===== src/rtl/input_port_if.sv =====
// Link-side and switch-side handshake bundle of one router input port.
interface input_port_if #(
  parameter int DATA_WIDTH    = 16,
  parameter int REQUEST_WIDTH = 3
);
  logic [DATA_WIDTH-1:0]    data_in;
  logic                     valid_in;
  logic                     ready_in;
  logic [DATA_WIDTH-1:0]    data_out;
  logic                     valid_out;
  logic                     ready_out;
  logic                     routeReserveRequestValid;
  logic [REQUEST_WIDTH-1:0] routeReserveRequest;
  logic                     routeReserveStatus;
  logic                     routeRelieve;

  modport slave (
    input  data_in, valid_in, ready_out, routeReserveStatus,
    output ready_in, data_out, valid_out, routeReserveRequestValid,
           routeReserveRequest, routeRelieve
  );

  modport master (
    output data_in, valid_in, ready_out, routeReserveStatus,
    input  ready_in, data_out, valid_out, routeReserveRequestValid,
           routeReserveRequest, routeRelieve
  );
endinterface


===== src/rtl/input_port_controller.sv =====
// Router input port: flit FIFO, XY route decode, path reserve/forward/relieve FSM.
// Optional INPUT_PORT_DROP_COUNT_EN adds a saturating count of discarded stray flits.
module input_port_controller #(
  parameter int DATA_WIDTH    = 16,
  parameter int COORD_WIDTH   = 3,
  parameter int CUR_X         = 0,
  parameter int CUR_Y         = 0,
  parameter int DEPTH         = 4,
  parameter int REQUEST_WIDTH = 3
) (
  input  logic       clk,
  input  logic       rst,
  input_port_if.slave port
`ifdef INPUT_PORT_DROP_COUNT_EN
  ,
  output logic [7:0] drop_count
`endif
);

  localparam int AW = $clog2(DEPTH);
  localparam logic [COORD_WIDTH-1:0]   CX          = COORD_WIDTH'(CUR_X);
  localparam logic [COORD_WIDTH-1:0]   CY          = COORD_WIDTH'(CUR_Y);
  localparam logic [REQUEST_WIDTH-1:0] ROUTE_NORTH = REQUEST_WIDTH'(0);
  localparam logic [REQUEST_WIDTH-1:0] ROUTE_SOUTH = REQUEST_WIDTH'(1);
  localparam logic [REQUEST_WIDTH-1:0] ROUTE_WEST  = REQUEST_WIDTH'(2);
  localparam logic [REQUEST_WIDTH-1:0] ROUTE_EAST  = REQUEST_WIDTH'(3);
  localparam logic [REQUEST_WIDTH-1:0] ROUTE_LOCAL = REQUEST_WIDTH'(4);

  typedef enum logic [1:0] {IDLE, REQUEST, FORWARD, RELIEVE} state_t;

  function automatic logic [REQUEST_WIDTH-1:0] xy_route(input logic [2*COORD_WIDTH-1:0] coords);
    logic [COORD_WIDTH-1:0] dx;
    logic [COORD_WIDTH-1:0] dy;
    dx = coords[2*COORD_WIDTH-1:COORD_WIDTH];
    dy = coords[COORD_WIDTH-1:0];
    if (dx > CX)      return ROUTE_EAST;
    else if (dx < CX) return ROUTE_WEST;
    else if (dy > CY) return ROUTE_NORTH;
    else if (dy < CY) return ROUTE_SOUTH;
    else              return ROUTE_LOCAL;
  endfunction

  logic [DATA_WIDTH-1:0]    mem [DEPTH];
  logic [AW:0]              wr_ptr, rd_ptr;
  logic                     empty, full, push, pop, discard;
  logic [DATA_WIDTH-1:0]    head_flit;
  logic [1:0]               head_type;
  state_t                   state, state_next;
  logic                     req_load, req_clear;
  logic [REQUEST_WIDTH-1:0] req_reg;
  logic [REQUEST_WIDTH-1:0] route_p0;
  logic                     vld_p0;

  assign empty     = (wr_ptr == rd_ptr);
  assign full      = (wr_ptr[AW] != rd_ptr[AW]) && (wr_ptr[AW-1:0] == rd_ptr[AW-1:0]);
  assign push      = port.valid_in && !full;
  assign head_flit = mem[rd_ptr[AW-1:0]];
  assign head_type = head_flit[DATA_WIDTH-1:DATA_WIDTH-2];

  always_ff @(posedge clk) begin
    if (rst) begin
      wr_ptr <= '0;
      rd_ptr <= '0;
    end else begin
      if (push) wr_ptr <= wr_ptr + 1'b1;
      if (pop)  rd_ptr <= rd_ptr + 1'b1;
    end
  end

  always_ff @(posedge clk) begin
    if (push) mem[wr_ptr[AW-1:0]] <= port.data_in;
  end

  // Stage p0: route decode of a waiting head flit, registered before the request is raised
  always_ff @(posedge clk) begin
    if (rst) vld_p0 <= 1'b0;
    else     vld_p0 <= (state == IDLE) && !empty && head_type[0];
  end

  always_ff @(posedge clk) begin
    route_p0 <= xy_route(head_flit[2*COORD_WIDTH-1:0]);
  end

  always_ff @(posedge clk) begin
    if (rst) state <= IDLE;
    else     state <= state_next;
  end

  always_comb begin
    state_next = state;
    pop        = 1'b0;
    discard    = 1'b0;
    req_load   = 1'b0;
    req_clear  = 1'b0;
    case (state)
      IDLE: begin
        // Body/tail with no owning head: drop it so it cannot stall the port
        if (!empty && !head_type[0]) begin
          pop     = 1'b1;
          discard = 1'b1;
        end else if (vld_p0) begin
          req_load   = 1'b1;
          state_next = REQUEST;
        end
      end
      REQUEST: if (port.routeReserveStatus) state_next = FORWARD;
      FORWARD: begin
        if (!empty && port.ready_out) begin
          pop = 1'b1;
          if (head_type[1]) state_next = RELIEVE;
        end
      end
      RELIEVE: begin
        req_clear  = 1'b1;
        state_next = IDLE;
      end
      default: state_next = IDLE;
    endcase
  end

  always_ff @(posedge clk) begin
    if (rst || req_clear) req_reg <= '0;
    else if (req_load)    req_reg <= route_p0;
  end

  assign port.ready_in                 = !full;
  assign port.valid_out                = (state == FORWARD) && !empty;
  assign port.data_out                 = port.valid_out ? head_flit : '0;
  assign port.routeReserveRequestValid = (state == REQUEST);
  assign port.routeReserveRequest      = req_reg;
  assign port.routeRelieve             = (state == RELIEVE);

`ifdef INPUT_PORT_DROP_COUNT_EN
  function automatic logic [7:0] sat_inc(input logic [7:0] v);
    return (v == 8'hFF) ? v : v + 8'd1;
  endfunction

  always_ff @(posedge clk) begin
    if (rst)          drop_count <= 8'd0;
    else if (discard) drop_count <= sat_inc(drop_count);
  end
`endif

endmodule


===== src/flat_wrapper.sv =====
// flat-port wrapper written by rule: the top's interface ports become plain ports
module input_port_controller_flat 
#(
  parameter int DATA_WIDTH    = 16,
  parameter int COORD_WIDTH   = 3,
  parameter int CUR_X         = 0,
  parameter int CUR_Y         = 0,
  parameter int DEPTH         = 4,
  parameter int REQUEST_WIDTH = 3
)
  (clk, rst, port_data_in, port_valid_in, port_ready_out, port_routeReserveStatus, port_ready_in, port_data_out, port_valid_out, port_routeReserveRequestValid, port_routeReserveRequest, port_routeRelieve);
  input_port_if #(.DATA_WIDTH(DATA_WIDTH), .REQUEST_WIDTH(REQUEST_WIDTH)) port_i ();
  input  logic clk;
  input  logic rst;
  input wire logic [$bits(port_i.data_in)-1:0] port_data_in;
  input wire logic [$bits(port_i.valid_in)-1:0] port_valid_in;
  input wire logic [$bits(port_i.ready_out)-1:0] port_ready_out;
  input wire logic [$bits(port_i.routeReserveStatus)-1:0] port_routeReserveStatus;
  output wire logic [$bits(port_i.ready_in)-1:0] port_ready_in;
  output wire logic [$bits(port_i.data_out)-1:0] port_data_out;
  output wire logic [$bits(port_i.valid_out)-1:0] port_valid_out;
  output wire logic [$bits(port_i.routeReserveRequestValid)-1:0] port_routeReserveRequestValid;
  output wire logic [$bits(port_i.routeReserveRequest)-1:0] port_routeReserveRequest;
  output wire logic [$bits(port_i.routeRelieve)-1:0] port_routeRelieve;
  assign port_i.data_in = port_data_in;
  assign port_i.valid_in = port_valid_in;
  assign port_i.ready_out = port_ready_out;
  assign port_i.routeReserveStatus = port_routeReserveStatus;
  assign port_ready_in = port_i.ready_in;
  assign port_data_out = port_i.data_out;
  assign port_valid_out = port_i.valid_out;
  assign port_routeReserveRequestValid = port_i.routeReserveRequestValid;
  assign port_routeReserveRequest = port_i.routeReserveRequest;
  assign port_routeRelieve = port_i.routeRelieve;
  input_port_controller #(.DATA_WIDTH(DATA_WIDTH), .COORD_WIDTH(COORD_WIDTH), .CUR_X(CUR_X), .CUR_Y(CUR_Y), .DEPTH(DEPTH), .REQUEST_WIDTH(REQUEST_WIDTH)) u_core (.clk(clk), .rst(rst), .port(port_i));
endmodule

===== config.mk =====
export PLATFORM = sky130hd
export DESIGN_NAME = input_port_controller_flat
export DESIGN_NICKNAME = d
export VERILOG_FILES = /design/src/rtl/input_port_if.sv /design/src/rtl/input_port_controller.sv /design/src/flat_wrapper.sv
export SDC_FILE = /design/constraint.sdc
export NUM_CORES = 1
export LEC_CHECK = 0
export ABC_AREA = 1
export CAP_MARGIN = 20
export CORE_MARGIN = 5
export CORE_UTILIZATION = 40
export CTS_CLUSTER_SIZE = 8
export DETAILED_ROUTE_END_ITERATION = 6
export SETUP_SLACK_MARGIN = 0.02
export SLEW_MARGIN = 20
export SYNTH_ARGS = -nofsm -noshare
export SYNTH_HDL_FRONTEND = slang
export SYNTH_SLANG_ARGS = --single-unit

===== constraint.sdc =====
create_clock -name clk -period 2.1 [get_ports clk]
set_input_delay 0.21 -clock clk [delete_from_list [all_inputs] [get_ports clk]]
set_output_delay 0.21 -clock clk [all_outputs]
set_load 0.02 [all_outputs]

[After elaboration in Yosys (flattened, before gate mapping)]
Memories as Yosys holds them, arrays and structs flattened. A register that Yosys moved wholly into a read port is not among the register bits.
Cells that the tools add are included.
Cells by class
  bitwise gates (word level): 0
  $lt $le $gt $ge: 4
  $add $sub $neg: 2
  reductions and logical operators: 15
  shift operators: 0
  $mul: 0
  multiplexer cells: 21
  div/mod/pow operators: 0
  equal/unequal tests: 11
Operator list (number)
  $mux 16: 1
  $mux 2: 8
  $mux 1: 9
  $pmux 2 s4: 1
  $logic_and 1x1->1: 7
  $add 3x1->3 const B: 2
  $gt 3x1->1 const B: 2
  $lt 3x1->1 const B: 2
  $ne 2x1->1 const B: 3
  $reduce_and 5->1: 1
  $eq 2x2->1 const B: 2
  $ne 2x2->1 const B: 2
  $eq 3x3->1: 1
  $logic_not 1->1: 3
  $mux 3: 1
  $reduce_or 3->1: 1
  $eq 2x1->1 const B: 1
  $eq 2x2->1: 1
  $logic_not 2->1: 1
  $pmux 1 s2: 1
  $reduce_or 2->1: 1
  $logic_or 1x1->1: 1
  $ne 1x1->1: 1
Word-level totals
  bits in latches: 0
  memory bits (writable): 64
  output and inout port bits: 23
  input bits: 21
  logic and storage cells: 62
  bits in registers: 15
  memories: 1
  ROM bits: 0
Memories
  u_core.mem: words 4, bits a word 16, rd ports 1, clocked after memory_dff 1, write ports 1, line input_port_controller.sv:43  | logic [DATA_WIDTH-1:0] mem [DEPTH];

[Longest topological paths before layout]
Gate-level depths: netlist (run 1).
  depth in word-level cells: 7
  gate-level depth with buffers: 11
  depth with buffers taken out: 11

[Worst setup path after synthesis (run 1)]
OpenSTA, ideal clock, no wires.
  kind: register -> register
  from: register u_core.wr_ptr[1]
  to: memory u_core.mem[0][0] (enable)
  library setup time: 0.389 ns
  arrival time: 1.713 ns
  path buffers: 0
  stages on the path, launching flop included: 7
  period minus slack after synthesis: 2.102 ns
  required time: 1.711 ns
  setup slack: -0.002 ns
  cell sequence: dfxtp_1 > inv_2 > nand2_1 > nand2_1 > nand4_1 > nand2_1 > nor2_1
On the way
  word-level cells in the longest chain between the ends: 6
Ends and longest elaborated chain
  start, declared: line input_port_controller.sv:44  | logic [AW:0] wr_ptr, rd_ptr;
  start signal, assigned: line input_port_controller.sv:65  | if (push) wr_ptr <= wr_ptr + 1'b1;
  $eq 2x2->1: line input_port_controller.sv:55  | assign full = (wr_ptr[AW] != rd_ptr[AW]) && (wr_ptr[AW-1:0] == rd_ptr[AW-1:0]);
  $logic_and 1x1->1: line input_port_controller.sv:55
  $logic_not 1->1
  via port_ready_in: line flat_wrapper.sv:19  | output wire logic [$bits(port_i.ready_in)-1:0] port_ready_in;
  $logic_and 1x1->1: line input_port_controller.sv:56  | assign push = port.valid_in && !full;
  $mux 1: line input_port_controller.sv:71  | if (push) mem[wr_ptr[AW-1:0]] <= port.data_in;
  $mux 1 (not written as such): line input_port_controller.sv:71
  end, declared: line input_port_controller.sv:43
The timed path passes the listed nets, and every way through them passes these cells.

[Final worst setup path (run 1)]
  from: register u_core.state[0]
  to: output port port_data_out[12]
On the way
  word-level cells in the longest chain between the ends: 3
Ends and longest elaborated chain
  start, declared: line input_port_controller.sv:48  | state_t state, state_next;
  start signal, assigned: line input_port_controller.sv:86  | else state <= state_next;
  $eq 2x2->1: line input_port_controller.sv:127  | assign port.valid_out = (state == FORWARD) && !empty;
  $logic_and 1x1->1: line input_port_controller.sv:127
  $mux 16: line input_port_controller.sv:128  | assign port.data_out = port.valid_out ? head_flit : '0;
  end, declared: line flat_wrapper.sv:20  | output wire logic [$bits(port_i.data_out)-1:0] port_data_out;
Every way passes these cells.

==> flow_summary.yaml, run 1 <==
sta:
  finClkSkew_ns: 0.00622
  maxSlewHeadroom_pct: 83.1
  finalHoldViolations: 0
  fmax_mhz: 511
  setup_viol: 0
  rsz0062_at_grt: "false"
  period_minus_slack_ns: 1.96
  drv_slew: 0
  min_period_over_period_pct: 93.2
  worst_pin_slew_ns: 0.254
  timing.final.ws_setup_ns: 0.142
setup_path:
  worst_ep_required_time_ns: 1.89
  worst-path-max-fanout: 17
  startpoint_type: "flop"
  worstSetupPathType: "reg2out"
  end_kind: "output pin"
  cp.arrival_ns: 1.75
floorplanning:
  die_area_um2: 10100
  start_util_pct: 40.6
  top_level_ports: 44
  core_area_um2: 8090
  rows: 33
  die_y_um: 101
  die_x_um: 101
clock_network:
  cts_sinks: 79
  clk_pin_slew_ns: 0.08
  cts_setup_buffers: 0
  holdBufCountCts: 0
  clk_latency_ns: 0.34
  cts-htree-levels: 3
  cts_tree: "yes"
  cts_max_path_buffers: 2
  clock-root-buffer: "clkbuf_8"
  numCtsBuffers: 9
global_route:
  grtUsageTotal_pct: 13.9
  grt_pass1_vias: 2162
  grt_max_degree: 18
  antenna_found_initial: 0
  grt-ovfl-total: 0
  grt_pass1_wl_um: 10600
place:
  io_buffers: 43
  placed_area_um2: 3930
  dp_slack_ns: 0.0994
  gp_congestion: 0.770
  dp_hpwl_um: 4330
power_and_ir_drop:
  p_leak_uw: 0.00159
  p_per_area_nw_per_um2: 1100
  ir_worst_vdd_mv: 0.412
  finalPower_uw: 4500
routing:
  wl_met3_um: 301
  drc: 0
  vias: 2216
  first_pass_iters: 4
  avgViaCountPerCell: 4.77
  drtIter0Drc: 87
  dr_wl_met2_um: 3240
  m1WireLength_um: 2870
  wl_per_cell_um: 14.0
  ant_nets: 0
  wl_um: 6520
  highest_layer: "met4"
synth:
  yosysUniqueCellTypes: 23
  synthCells: 297
  synth_top_area_cell: "edfxtp_1"
  synth_fp_nets: 328
  avgSynthCellArea_um2: 11.1
  synth_area_um2: 3290
  yosysTopAreaCellShare_pct: 58.5
  synth_area_leaders: "edfxtp_1, dfxtp_1, nor2_1, nand2_1, ha_1"
  yosys_register_bits: 79
  ys_seq_area_share_pct: 67.6
  yosys_warnings: 0
job:
  maxCapViolCount: 0
layout:
  fillers: 726
  diodes: 0
  nets: 386
  fin_area_um2: 4100
  multi_input_area_um2: 911
  final_layout_size_suffix_gt1_share_pct: 15.0
  syn2layout_area_growth_pct: 24.9
  ff_latch_area_um2: 2230
outcome:
  outcome: "completed"
min_path:
  hp-class: "reg2reg"
synthesized netlist by cell type:
| cell type | number |
|---|---|
| edfxtp_1 | 64 |
| nor2_1 | 51 |
| nand2_1 | 48 |
| a21oi_1 | 24 |
| inv_1 | 22 |
| o21ai_0 | 21 |
| dfxtp_1 | 15 |
| ha_1 | 10 |
| nand3_1 | 10 |
| a32o_1 | 6 |
| buf_2 | 5 |
| clkbuf_1 | 3 |
| nand4_1 | 3 |
| inv_2 | 2 |
| nand2_2 | 2 |
| nand3_2 | 2 |
| nor2_2 | 2 |
| o21ai_1 | 2 |
| buf_1 | 1 |
| buf_4 | 1 |
| buf_6 | 1 |
| clkinv_1 | 1 |
| nor3_1 | 1 |
layout by cell type (no fill, tap or decap), types with 12 or more instances in the layout:
master,instances
edfxtp_1,64
nand2_1,48
dfxtp_1,12
clkdlybuf4s50_1,26
inv_1,22
o21ai_0,21
nor2_1,51
buf_4,12
a21oi_1,24
logic make-up (layout without fill, tap and decap cells):
kind of cell             count (synthesis)  count (layout)  share of synthesized area, %
AO/OA/AOI/OAI                           53              53                          8.99
adder cells (fa/ha/maj)                 10              10                          3.81
flip-flops                              79              79                          67.6
AND/OR/NAND/NOR                        119             119                          14.9
buffers and inverters                   36              99                          4.65
layout make-up:
type / count / area share (%)
clock inverter: 7 / 2.50
sequential: 79 / 54.3
multi-input combinational: 182 / 22.2
inverter: 25 / 2.29
clock buffer: 9 / 3.02
timing repair buffer: 58 / 12.5
tap: 105 / 3.20
stage by stage:
step	setup TNS, ns	std cells	utilization [%]	hold slack (ns)
2_1_floorplan	-0.0811	297	-	0.287
3_3_place_gp	0	449	48.5	0.442
5_1_grt	0	465	50.7	0.469
4_1_cts	0	465	51.1	0.464
6_report	0	465	50.7	0.458
3_5_place_dp	0	449	48.5	0.452
report_power, final:
part	switching, µW	leakage, µW	internal, µW	total, µW
logic	826	0.000770	517	1340
registers	69.9	0.000712	1830	1900
clock network	573	0.000111	684	1260
what timing repair did:
item                                    CTS  global route
resized for setup                        23            29
pin swaps                                 0             0
endpoints found under the setup margin   17            17
final timing paths:
path	from	to	slack, ns	cells past startpoint
max	u_core.state[0]	port_data_out[12]	0.14	6
min	u_core.port.routeReserveRequest[2]	u_core.port.routeReserveRequest[2]	0.46	2
max reg2reg	u_core.wr_ptr[1]	u_core.mem[3][15]	0.50	7
min reg2reg	u_core.port.routeReserveRequest[2]	u_core.port.routeReserveRequest[2]	0.46	2
state kept, by name, summed over array words and instances, names as in the netlist, named ones only:
| signal | count |
|---|---|
| u_core.rd_ptr | 3 |
| u_core.route_p0 | 2 |
| u_core.port.routeReserveRequest | 2 |
| u_core.state | 2 |
| u_core.mem | 64 |
| u_core.vld_p0 | 1 |
| u_core.wr_ptr | 3 |
worst max-delay path: stages, from the launching register on:
cell	delay, ns
dfxtp_1	0.34
inv_1	0.11
ha_1	0.24
nand2_1	0.10
buf_8	0.17
a21oi_1	0.12
clkdlybuf4s15_1	0.32
metal layers:
layer | GRT usage (%) | vias to the layer above
met5 | 0 | -
met4 | 6.32 | 0
met3 | 3.53 | 8
met2 | 22.5 | 52
met1 | 17.4 | 1022
li1 | - | 1134
No activity file was read; power rests on OpenSTA's default activity.
==> run 2, diff against run 1 <==
Settings changed: CAP_MARGIN 20 to not set.
==> results of run 2 <==
No change in the layout: final DEF, timing and power equal those of run 1.
==> run 3, diff against run 2 <==
Settings changed: CAP_MARGIN set to 10.
Clock period 2.1 ns to 2.14 ns, I/O delays scaled along.
==> run 3 against run 2 <==
Net effect: routed wire length is 1.5% lower; global-route usage is 0.27 points lower; flip-flop and latch count unchanged; hold slack got worse by 0.0082 ns; worst setup slack better by 0.025 ns; first-iteration DRC count up 20%; cell count down 0.43%.
==> flow_summary.yaml, run 3 (same netlist as run 1, synthesis figures left out) <==
outcome:
  outcome: "completed"
layout:
  nets: 385
  layout_common_cells: "edfxtp_1, nor2_1, nand2_1"
  fillers: 741
  final_layout_size_suffix_gt1_share_pct: 13.1
  final_core_util_pct: 49.8
  layout_commonest_cell: "edfxtp_1"
  syn2layout_area_growth_pct: 22.7
  multi_input_area_um2: 911
  ff_latch_area_um2: 2220
  largest_register_ffs: 64
  diodes: 0
clock_network:
  cts-htree-levels: 3
  cts_tree: "yes"
  cts_sinks: 79
  cts_setup_buffers: 0
  clock-root-buffer: "clkbuf_8"
  clk_pin_slew_ns: 0.07
  cts_max_path_buffers: 2
  holdBufCountCts: 0
  numCtsBuffers: 9
  clk_latency_ns: 0.33
setup_path:
  crit_path_max_incr_delay_ns: 0.39
  slowest_stage: "dfxtp_1"
  end_kind: "output pin"
  r2r_cells: 7
  worst-path-max-fanout: 17
  cpMostUsedCell: "nand2_1"
  worstSetupPathType: "reg2out"
  cp.arrival_ns: 1.76
  path_cells: "inv_2 -> nand2_1 -> nand2_1 -> nand3_2 -> nand2_1 -> buf_12 -> a21oi_1 -> clkdlybuf4s15_1"
  startpoint_type: "flop"
  worst_ep_required_time_ns: 1.93
floorplanning:
  die_x_um: 101
  top_level_ports: 44
  start_util_pct: 40.6
  die_y_um: 101
  rows: 33
  core_area_um2: 8090
  die_area_um2: 10100
routing:
  avgViaCountPerCell: 4.84
  drc: 0
  drtIter0Drc: 104
  wl_per_cell_um: 13.9
  first_pass_iters: 4
  wl_um: 6420
  ant_nets: 0
  vias: 2239
global_route:
  grt_pass1_vias: 2195
  grt_max_degree: 19
  grt-ovfl-total: 0
  grtUsageTotal_pct: 13.6
  grt_pass1_wl_um: 10600
  antenna_found_initial: 0
sta:
  fmax_mhz: 507
  rsz0062_at_grt: "false"
  finClkSkew_ns: 0.0108
  period_minus_slack_ns: 1.97
  worst_pin_slew_ns: 0.312
  finalHoldViolations: 0
  whs_ns: 0.450
  setup_viol: 0
  tns_ns: 0
  timing.final.ws_setup_ns: 0.168
  drv_slew: 0
  maxSlewHeadroom_pct: 79.2
  min_period_over_period_pct: 92.2
place:
  dp_hpwl_um: 4370
  dp_slack_ns: 0.152
  gp_congestion: 0.803
  io_buffers: 43
min_path:
  hp-class: "reg2reg"
  hold_depth: 2
power_and_ir_drop:
  ir_worst_vdd_mv: 0.469
  p_per_area_nw_per_um2: 1040
  p_leak_uw: 0.00156
job:
  maxCapViolCount: 0
==> run 3: routing by layer <==
layer,vias up,GRT usage [%],share of wire (%)
met1,1045,17.3,46
met4,0,6.32,2.5
met2,43,21.8,48
li1,1136,-,-
met3,15,3.53,3.9
met5,-,0,0
==> run 3: layout make-up <==
class | instances | area share (%)
sequential | 79 | 55.1
inverter | 25 | 2.33
clock inverter | 6 | 1.55
multi-input combinational | 182 | 22.6
tap | 105 | 3.26
clock buffer | 9 | 3.07
timing repair buffer | 57 | 12.0
==> run 3: critical path, delay by kind of cell, from the launching register on <==
kind / cells / cell delay, ns
buffers and inverters: 3 / 0.55
flip-flops: 1 / 0.39
AND/OR/NAND/NOR: 4 / 0.36
AO/OA/AOI/OAI: 1 / 0.11
==> run 3: stage by stage <==
stage                     instance area [µm²]  std cells  total power (µW)
final                                    4030        463              4180
after global routing                     4030        463              4450
after CTS                                4070        463              4240
after detailed placement                 3910        448              3250
after global placement                   3910        448              3240
after floorplan                          3290        297              2760
==> run 3: where the power goes <==
| part | internal, µW | leakage [µW] | switching, µW |
|---|---|---|---|
| logic | 485 | 0.000761 | 803 |
| registers | 1790 | 0.000711 | 65.3 |
| clock network | 528 | 0.0000904 | 503 |
==> run 3: worst paths after layout <==
check,startpoint,end,slack [ns]
hold / removal,u_core.port.routeReserveRequest[2],u_core.port.routeReserveRequest[2],0.45
setup / recovery,u_core.wr_ptr[1],port_data_out[12],0.17
setup reg to reg,u_core.wr_ptr[1],u_core.mem[1][14],0.50
hold reg to reg,u_core.port.routeReserveRequest[2],u_core.port.routeReserveRequest[2],0.45
==> run 3: what timing repair did <==
action	in CTS	in global routing
endpoints found under the setup margin	17	15
resized for setup	17	27
gates cloned	0	0
